[config.mk]
export PLATFORM = sky130hd
export DESIGN_NAME = riscv_muldiv_unit
export DESIGN_NICKNAME = d
export VERILOG_FILES = /design/src/rtl/riscv_muldiv_unit.sv
export SDC_FILE = /design/constraint.sdc
export NUM_CORES = 1
export LEC_CHECK = 0
export CAP_MARGIN = 20
export CORE_ASPECT_RATIO = 0.9
export CORE_MARGIN = 3
export CORE_UTILIZATION = 55
export CTS_BUF_LIST = sky130_fd_sc_hd__clkbuf_8
export CTS_CLUSTER_DIAMETER = 120
export DETAILED_ROUTE_END_ITERATION = 10
export PLACE_DENSITY = 0.78
export SKIP_CTS_REPAIR_TIMING = 1
export SYNTH_ARGS = -nofsm -noshare
export SYNTH_HDL_FRONTEND = slang
export SYNTH_SLANG_ARGS = --single-unit
[constraint.sdc]
create_clock -name clk -period 3.2 [get_ports clk]
set_clock_uncertainty 0.1 [all_clocks]
set_input_delay 0.64 -clock clk [delete_from_list [all_inputs] [get_ports clk]]
set_output_delay 0.64 -clock clk [all_outputs]
set_load 0.03 [all_outputs]
[src/rtl/riscv_muldiv_unit.sv]
// Iterative RV32M multiply/divide unit: shift-add multiplier, restoring divider, registered result.
// Define RISCV_MULDIV_FAST_MUL_EN to replace the iterative multiplier with a single-cycle one.
module riscv_muldiv_unit #(
  parameter int unsigned XLEN  = 32,
  parameter int unsigned CNT_W = 6
) (
  input  logic            clk,
  input  logic            reset,
  input  logic            start,
  input  logic [2:0]      funct3,
  input  logic [XLEN-1:0] SrcA,
  input  logic [XLEN-1:0] SrcB,
  input  logic            flush,
  output logic            busy,
  output logic            done,
  output logic [XLEN-1:0] result
);

  typedef enum logic [2:0] {StIdle, StMul, StDiv, StFix, StDone} state_e;

  localparam logic [XLEN-1:0] MinNeg = {1'b1, {(XLEN-1){1'b0}}};

  state_e              state_q, state_d;
  logic [CNT_W-1:0]    cnt_q;
  logic [2:0]          op_q;
  logic [XLEN-1:0]     m_q, rem_q, quo_q, result_q;
  logic [2*XLEN-1:0]   prod_q;
  logic                q_neg_q, r_neg_q;

  logic                accept, is_div, a_sgn, b_sgn, a_neg, b_neg;
  logic                div_zero, div_ovf, special, last;
  logic [XLEN-1:0]     a_mag, b_mag;
  logic [XLEN:0]       add_sum, rem_shift, rem_diff;
  logic [2*XLEN-1:0]   prod_step, prod_fix;
  logic [XLEN-1:0]     quo_fix, rem_fix, fix_res;

  assign accept   = start & ~flush & ((state_q == StIdle) | (state_q == StDone));
  assign is_div   = funct3[2];
  assign a_sgn    = (funct3 == 3'b001) | (funct3 == 3'b010) | (is_div & ~funct3[0]);
  assign b_sgn    = (funct3 == 3'b001) | (is_div & ~funct3[0]);
  assign a_neg    = a_sgn & SrcA[XLEN-1];
  assign b_neg    = b_sgn & SrcB[XLEN-1];
  assign a_mag    = a_neg ? -SrcA : SrcA;
  assign b_mag    = b_neg ? -SrcB : SrcB;
  assign div_zero = (SrcB == '0);
  assign div_ovf  = is_div & ~funct3[0] & (SrcA == MinNeg) & (SrcB == '1);
  assign special  = is_div & (div_zero | div_ovf);
  assign last     = (cnt_q == CNT_W'(XLEN - 1));

  // One multiplier bit per cycle: conditionally add, then shift the product right.
  assign add_sum   = {1'b0, prod_q[2*XLEN-1:XLEN]} + (prod_q[0] ? {1'b0, m_q} : '0);
  assign prod_step = {add_sum, prod_q[XLEN-1:1]};
  assign rem_shift = {rem_q, quo_q[XLEN-1]};
  assign rem_diff  = rem_shift - {1'b0, m_q};

  assign prod_fix = q_neg_q ? -prod_q : prod_q;
  assign quo_fix  = q_neg_q ? -quo_q : quo_q;
  assign rem_fix  = r_neg_q ? -rem_q : rem_q;

  always_comb begin
    fix_res = rem_fix;
    case (op_q)
      3'b000:                 fix_res = prod_fix[XLEN-1:0];
      3'b001, 3'b010, 3'b011: fix_res = prod_fix[2*XLEN-1:XLEN];
      3'b100, 3'b101:         fix_res = quo_fix;
      default:                fix_res = rem_fix;
    endcase
  end

  always_ff @(posedge clk) begin
    if (reset) state_q <= StIdle;
    else       state_q <= state_d;
  end

  always_comb begin
    state_d = state_q;
    case (state_q)
      StIdle, StDone: begin
        state_d = StIdle;
        if (accept) begin
          if (special)     state_d = StFix;
          else if (is_div) state_d = StDiv;
          else begin
`ifdef RISCV_MULDIV_FAST_MUL_EN
            state_d = StFix;
`else
            state_d = StMul;
`endif
          end
        end
      end
      StMul, StDiv: if (last) state_d = StFix;
      StFix:        state_d = StDone;
      default:      state_d = StIdle;
    endcase
    if (flush) state_d = StIdle;
  end

  always_comb begin
    busy   = (state_q != StIdle);
    done   = (state_q == StDone);
    result = result_q;
  end

  always_ff @(posedge clk) begin
    if (reset) begin
      cnt_q    <= '0;
      op_q     <= '0;
      m_q      <= '0;
      rem_q    <= '0;
      quo_q    <= '0;
      prod_q   <= '0;
      q_neg_q  <= 1'b0;
      r_neg_q  <= 1'b0;
      result_q <= '0;
    end else begin
      if (accept) begin
        op_q    <= funct3;
        cnt_q   <= '0;
        q_neg_q <= a_neg ^ b_neg;
        r_neg_q <= a_neg;
        rem_q   <= '0;
        if (is_div) begin
          m_q   <= b_mag;
          quo_q <= a_mag;
          // Overflow needs no override: |MinNeg| is MinNeg and both signs cancel.
          if (div_zero) begin
            quo_q   <= '1;
            rem_q   <= a_mag;
            q_neg_q <= 1'b0;
          end
        end else begin
          m_q <= a_mag;
`ifdef RISCV_MULDIV_FAST_MUL_EN
          prod_q <= {{XLEN{1'b0}}, a_mag} * {{XLEN{1'b0}}, b_mag};
`else
          prod_q <= {{XLEN{1'b0}}, b_mag};
`endif
        end
      end else if (state_q == StMul) begin
        prod_q <= prod_step;
        cnt_q  <= cnt_q + 1'b1;
      end else if (state_q == StDiv) begin
        if (!rem_diff[XLEN]) begin
          rem_q <= rem_diff[XLEN-1:0];
          quo_q <= {quo_q[XLEN-2:0], 1'b1};
        end else begin
          rem_q <= rem_shift[XLEN-1:0];
          quo_q <= {quo_q[XLEN-2:0], 1'b0};
        end
        cnt_q <= cnt_q + 1'b1;
      end
      if ((state_q == StFix) && !flush) result_q <= fix_res;
    end
  end

endmodule

==> flow_summary_export.csv, run 1 <==
group,metric,value,unit
drt,first_pass_iters,6,
drt,drt-total-wl,77.89,mm
synth,yosysMostFrequentCell,"nor2_1",
hold_path,hp-class,"reg2reg",
setup_path,crit_family,"simple AND/OR/NAND/NOR gates",
setup_path,critPathMostFrequentCell,"or4_4",
cells_and_area,drive_gt1_share,26.10,%
synth,syn_nets,2474,
global_route,antenna_found_initial,1,
setup_path,cp-endpoint,"result[30]",
setup_path,path_cells,"or4_4 -> nor4_4 -> nand4_2 -> or4_4 -> buf_6 -> o21ai_4 -> nor2_1 -> a31oi_1 -> o221ai_2 -> o221a_2",
drt,ant_nets,0,
global_route,grtUsageTotal,43.44,%
hold_path,hp-start,"m_q[27]",
setup_path,r2r-end,"result[30]",
timing,rsz0062_at_grt,"yes",
synth,avgSynthCellArea,7.294,µm²
setup_path,reg2reg_depth,10,
placement,io_buffer_count,104,
cells_and_area,area_growth,39.10,%
synth,syn_inst,2330,
placement,dp_hpwl,58.00,mm
cts,cts_tree,"built",
cts,cts.sinks,206,
synth,synth-seq-area-share,24.27,%
drt,drc,0,
synth,synth_common_cells,"nor2_1, a21oi_1, dfxtp_1, nand2_1, o21ai_0",
cts,clkTransAtPathRegs,0.06,ns
cts,htree_levels,2,
synth,yosys_warnings,0,
setup_path,crit_type,"reg2reg",
power,power,9.592,mW
floorplanning,core,30180,µm²
timing,fin_ws,-0.1874,ns
synth,synth_edf_count,0,
timing,setup_viol,28,
flow_run,maxCapViolCount,0,
cells_and_area,utilization,78.33,%
setup_path,cp.arrival,3.74,ns
timing,fin_tns_setup,-1.506,ns
timing,slew_headroom,27.49,%
timing,hold_viol,0,
synth,synth_top_area_share,24.27,%
cells_and_area,num_antenna_cells,0,
drt,post_drt_wl_per_cell,24.11,µm
synth,synth_top_cell_by_area,"dfxtp_1",
setup_path,end_kind,"flop",
floorplanning,io_pins,105,
global_route,gr-total-overflow,0,
global_route,grt_max_degree,95,
floorplanning,row_count,60,
cts,clk_latency,0.58,ns
setup_path,worst-path-stages,10,
timing,min_period,3.387,ns
outcome,failed_checks,"negative setup slack",
cts,clockBufferDepth,3,
setup_path,reg2reg_setup_slack,-0.19,ns
setup_path,startpoint_type,"flop",
setup_path,required,3.56,ns
placement,dpl-instance-area,21650,µm²
synth,synthTopCellsByArea,"dfxtp_1, a21oi_1, nor2_1",
setup_path,cp-startpoint,"prod_q[2]",
global_route,grt_pass1_vias,19660,
setup_path,slowest_delay,0.55,ns
cells_and_area,nNetsFinal,2951,
drt,vias,21500,
timing,whs,0.3629,ns
floorplanning,start_util,56.31,%
timing,timing.final.crit_share,105.9,%
floorplanning,fp.dieH,172.8,µm
synth,syn_area,17000,µm²
power,powerDensity,405.7,nW/µm²
global_route,grt_pass1_wl,113.0,mm
cts,cts-root-buf,"clkbuf_8",
setup_path,worstReg2RegStart,"prod_q[2]",
synth,ys_ff_latch,206,
timing,tightestPinTransition,1.088,ns
placement,globalplace.congestion,1.062,
cells_and_area,design_area,23640,µm²
synth,synth_ff_type,"dfxtp_1",
outcome,status,"finished with violations",
cells_and_area,final_cells,3231,
synth,synth-async-reset-ratio,0,%
floorplanning,die_x,191.3,µm
floorplanning,dieArea,33050,µm²
setup_path,crit_buf_inv,1,
placement,place_ws,-0.6862,ns
timing,drv_slew,0,
setup_path,path_max_fanout,3,
drt,drt_iter0_drc,3030,
cts,cts_made_buffers,39,
drt,viasPerCell,6.656,
synth,synth.distinct_cells,79,
power,p_leak,9.696,nW
placement,dp_cells,3153,
timing,fmax,0.2952,GHz
power,irDropWorstVdd,0.0003904,V
setup_path,slowest_stage,"or4_4",
-- power breakdown --
group          internal (mW)  switching [mW]  total [mW]
sequential              2.66           0.114        2.77
combinational           1.77            2.36        4.13
clock                   1.44            1.24        2.69
total                   5.87            3.72        9.59
-- tightest hold or removal path, delay by kind of cell (launching register included) --
family | cells | cell delay [ns]
compound gates | 1 | 0.05
flops | 1 | 0.31
simple gates | 1 | 0.05
-- metal layers --
| layer | GRT usage [%] | wire length (µm) |
|---|---|---|
| met1 | 58.73 | 29670 |
| met2 | 62.90 | 32090 |
| met3 | 11.74 | 10360 |
| met4 | 22.93 | 5756 |
| met5 | 0 | 13 |
-- layout make-up --
| class | instances | area (µm²) |
|---|---|---|
| Inverter | 79 | 304.0 |
| Tap cell | 403 | 504.2 |
| Fill cell | 2187 | 6539 |
| Sequential cell | 206 | 4140 |
| Multi-Input combinational cell | 1898 | 13080 |
| Clock buffer | 49 | 674.4 |
| Timing Repair Buffer | 583 | 4860 |
| Clock inverter | 13 | 80.08 |
-- state kept, by name (all words and copies together), names as in the netlist --
| name | count |
|---|---|
| result | 32 |
| op_q | 3 |
| m_q | 32 |
| quo_q | 32 |
| state_q | 3 |
| r_neg_q | 1 |
| cnt_q | 6 |
| q_neg_q | 1 |
| prod_q | 64 |
| rem_q | 32 |
-- placed cells by master, fill, tap and decap left out, types with 16 or more instances in the layout --
cell type | synthesis | routed
a211oi_1 | 88 | 81
a21o_1 | 23 | 23
a21oi_1 | 256 | 238
a22oi_1 | 16 | 16
a31oi_1 | 25 | 21
buf_4 | 0 | 453
clkbuf_8 | 0 | 49
clkdlybuf4s50_1 | 0 | 102
dfxtp_1 | 206 | 197
ha_1 | 71 | 60
inv_1 | 78 | 79
mux2i_1 | 23 | 21
nand2_1 | 187 | 185
nand2b_1 | 25 | 24
nand3_1 | 35 | 31
nand4_1 | 26 | 26
nor2_1 | 303 | 290
nor3_1 | 48 | 42
o211ai_1 | 24 | 24
o21a_1 | 19 | 17
o21ai_0 | 148 | 124
o21ai_1 | 2 | 16
o221ai_1 | 28 | 26
o31ai_1 | 44 | 33
o41ai_1 | 23 | 16
or3_1 | 26 | 20
xnor2_1 | 117 | 114
xor2_1 | 107 | 103
-- kinds of logic (layout without fill, tap and decap cells) --
family	count (synthesis)	after routing	synth area share (%)
AO/OA/AOI/OAI	813	813	31.13
AND/OR/NAND/NOR	763	763	21.06
buffers and inverters	226	724	5.050
XOR/XNOR	224	224	11.54
flip-flops	206	206	24.27
adder cells (fa/ha/maj)	73	73	5.463
multiplexers	25	25	1.487
-- how the worst min path moves through the flow --
stage / end / slack [ns] / cells past startpoint
2_1_floorplan: m_q[10] / 0.33 / 2
3_3_place_gp: m_q[10] / 0.34 / 2
3_5_place_dp: m_q[11] / 0.35 / 2
4_1_cts: m_q[27] / 0.36 / 2
5_1_grt: m_q[22] / 0.37 / 2
6_report: m_q[27] / 0.36 / 2
No activity file was read; power rests on OpenSTA's default activity.
==> run 2: changes to the inputs <==
Settings changed: SKIP_LAST_GASP from default to 1.
==> flow_summary_export.csv, run 2 (synthesis results as in run 1) <==
group,metric,value,unit
outcome,status,"finished with violations",
outcome,failed_checks,"design-rule violations, negative setup slack",
cells_and_area,final_common_cell,"buf_4",
placement,io_buffer_count,104,
timing,tightestPinTransition,1.066,ns
cts,cts_made_buffers,39,
setup_path,path_max_fanout,4,
timing,slew_headroom,28.69,%
cells_and_area,area_growth,38.42,%
cells_and_area,largest_register_ffs,64,
drt,drt_iter0_drc,3107,
timing,min_period,3.421,ns
drt,first_pass_iters,11,
drt,post_drt_wl_per_cell,24.00,µm
cts,clockBufferDepth,3,
cts,cts-root-buf,"clkbuf_8",
global_route,antenna_found_initial,1,
cells_and_area,nNetsFinal,2951,
power,irDropWorstVdd,0.0003904,V
floorplanning,io_pins,105,
drt,ant_nets,0,
setup_path,path_cells,"or4_4 -> nor4_4 -> nand4_2 -> or4_4 -> or2_4 -> o31ai_1 -> xnor2_1 -> nand2_1 -> a21oi_1",
power,combPwrFrac,42.8,%
power,powerDensity,405.8,nW/µm²
cts,cts_tree,"built",
timing,drv_slew,0,
drt,vias,21580,
cells_and_area,utilization,77.95,%
floorplanning,core,30180,µm²
drt,drt-total-wl,77.58,mm
timing,rsz0062_at_grt,"yes",
setup_path,required,3.58,ns
floorplanning,fp.dieH,172.8,µm
power,switchingPower,3.691,mW
setup_path,crit_type,"reg2reg",
setup_path,startpoint_type,"flop",
setup_path,cp.arrival,3.80,ns
timing,timing.final.crit_share,106.9,%
timing,fin_ws,-0.2211,ns
power,p_sw_share,38.66,%
drt,viasPerCell,6.678,
power,p_leak,9.673,nW
floorplanning,dieArea,33050,µm²
floorplanning,row_count,60,
cts,clkTransAtPathRegs,0.06,ns
power,pwr-share-seq,29.0,%
timing,setup_viol,23,
cells_and_area,mostFrequentLayoutCells,"buf_4, nor2_1, a21oi_1, dfxtp_1, nand2_1",
flow_run,maxCapViolCount,0,
placement,globalplace.congestion,1.062,
timing,fin_tns_setup,-1.267,ns
global_route,grt_pass1_wl,113.0,mm
timing,fmax,0.2923,GHz
global_route,grt_pass1_vias,19660,
cells_and_area,drive_gt1_share,25.39,%
setup_path,end_kind,"flop",
cts,htree_levels,2,
floorplanning,die_x,191.3,µm
cells_and_area,top_register,"prod_q",
floorplanning,start_util,56.31,%
hold_path,hp-class,"reg2reg",
cts,clk_latency,0.57,ns
drt,drc,13,
global_route,grt_max_degree,95,
setup_path,slowest_delay,0.55,ns
cts,cts.sinks,206,
global_route,gr-total-overflow,0,
power,internal_power,5.856,mW
setup_path,slowest_stage,"or4_4",
placement,dp_hpwl,58.00,mm
global_route,grtUsageTotal,43.44,%
power,clockPowerShare,28.2,%
timing,hold_viol,0,
setup_path,critPathMostFrequentCell,"or4_4",
[run 2: cell count changes in the layout (fill, tap and decap cells not counted), moves of 3 or more]
cell	previous run	this run
a221oi_2	7	4
a221oi_1	12	15
o31ai_1	33	36
o21ai_1	16	19
o31ai_2	6	3
[run 2: path summary, 6_finish.rpt]
path / cells after the start / from / slack [ns] / end
worst min register to register: 2 / m_q[27] / 0.36 / m_q[27]
worst max-delay path: 9 / prod_q[2] / -0.22 / result[20]
worst min-delay path: 2 / m_q[27] / 0.36 / m_q[27]
worst max register to register: 9 / prod_q[2] / -0.22 / result[20]
[run 2: area by class of cell]
| cell class | count | area [µm²] |
|---|---|---|
| multi-input cells | 1898 | 12960 |
| fillers | 2196 | 6655 |
| repair buffers | 583 | 4856 |
| flip-flops and latches | 206 | 4140 |
| clock buffers | 49 | 674.4 |
| well taps | 403 | 504.2 |
| inverters | 79 | 304.0 |
| clock inverters | 13 | 80.08 |
| diodes | 1 | 2.502 |
[run 2: per-layer routing]
metal / track usage, % / up-vias / wire, µm
li1: - / 9524 / -
met1: 58.73 / 9964 / 29450
met2: 62.90 / 1703 / 31940
met3: 11.74 / 390 / 10500
met4: 22.93 / 2 / 5678
met5: 0 / - / 13
[run 2: worst max-delay path, delay by kind of cell (launching register included)]
family,cells,cell delay (ns)
xor gates and xnor gates,1,0.25
DFF,1,0.31
and+or+nand+nor,6,2.14
AOI/OAI and AO/OA,2,0.53
[run 2: power by group through the flow]
stage	clock, mW	sequential (mW)	combinational, mW
3_5_place_dp	0	2.81	3.50
5_1_grt	2.78	2.78	4.28
4_1_cts	2.66	2.76	3.53
3_3_place_gp	0	2.81	3.45
6_report	2.69	2.77	4.09
2_1_floorplan	0	2.80	1.85
[run 2: through the flow]
step / hold WS [ns] / setup WS [ns] / cells / total power [mW] / cell area, µm²
6_report: 0.3615 / -0.2211 / 3232 / 9.547 / 23520
3_3_place_gp: 0.3391 / -0.5925 / 3153 / 6.254 / 21650
2_1_floorplan: 0.3319 / 0.003335 / 2330 / 4.656 / 17010
4_1_cts: 0.3616 / -0.3583 / 3215 / 8.942 / 22400
3_5_place_dp: 0.3520 / -0.6862 / 3153 / 6.314 / 21650
5_1_grt: 0.3731 / -0.2654 / 3231 / 9.829 / 23520
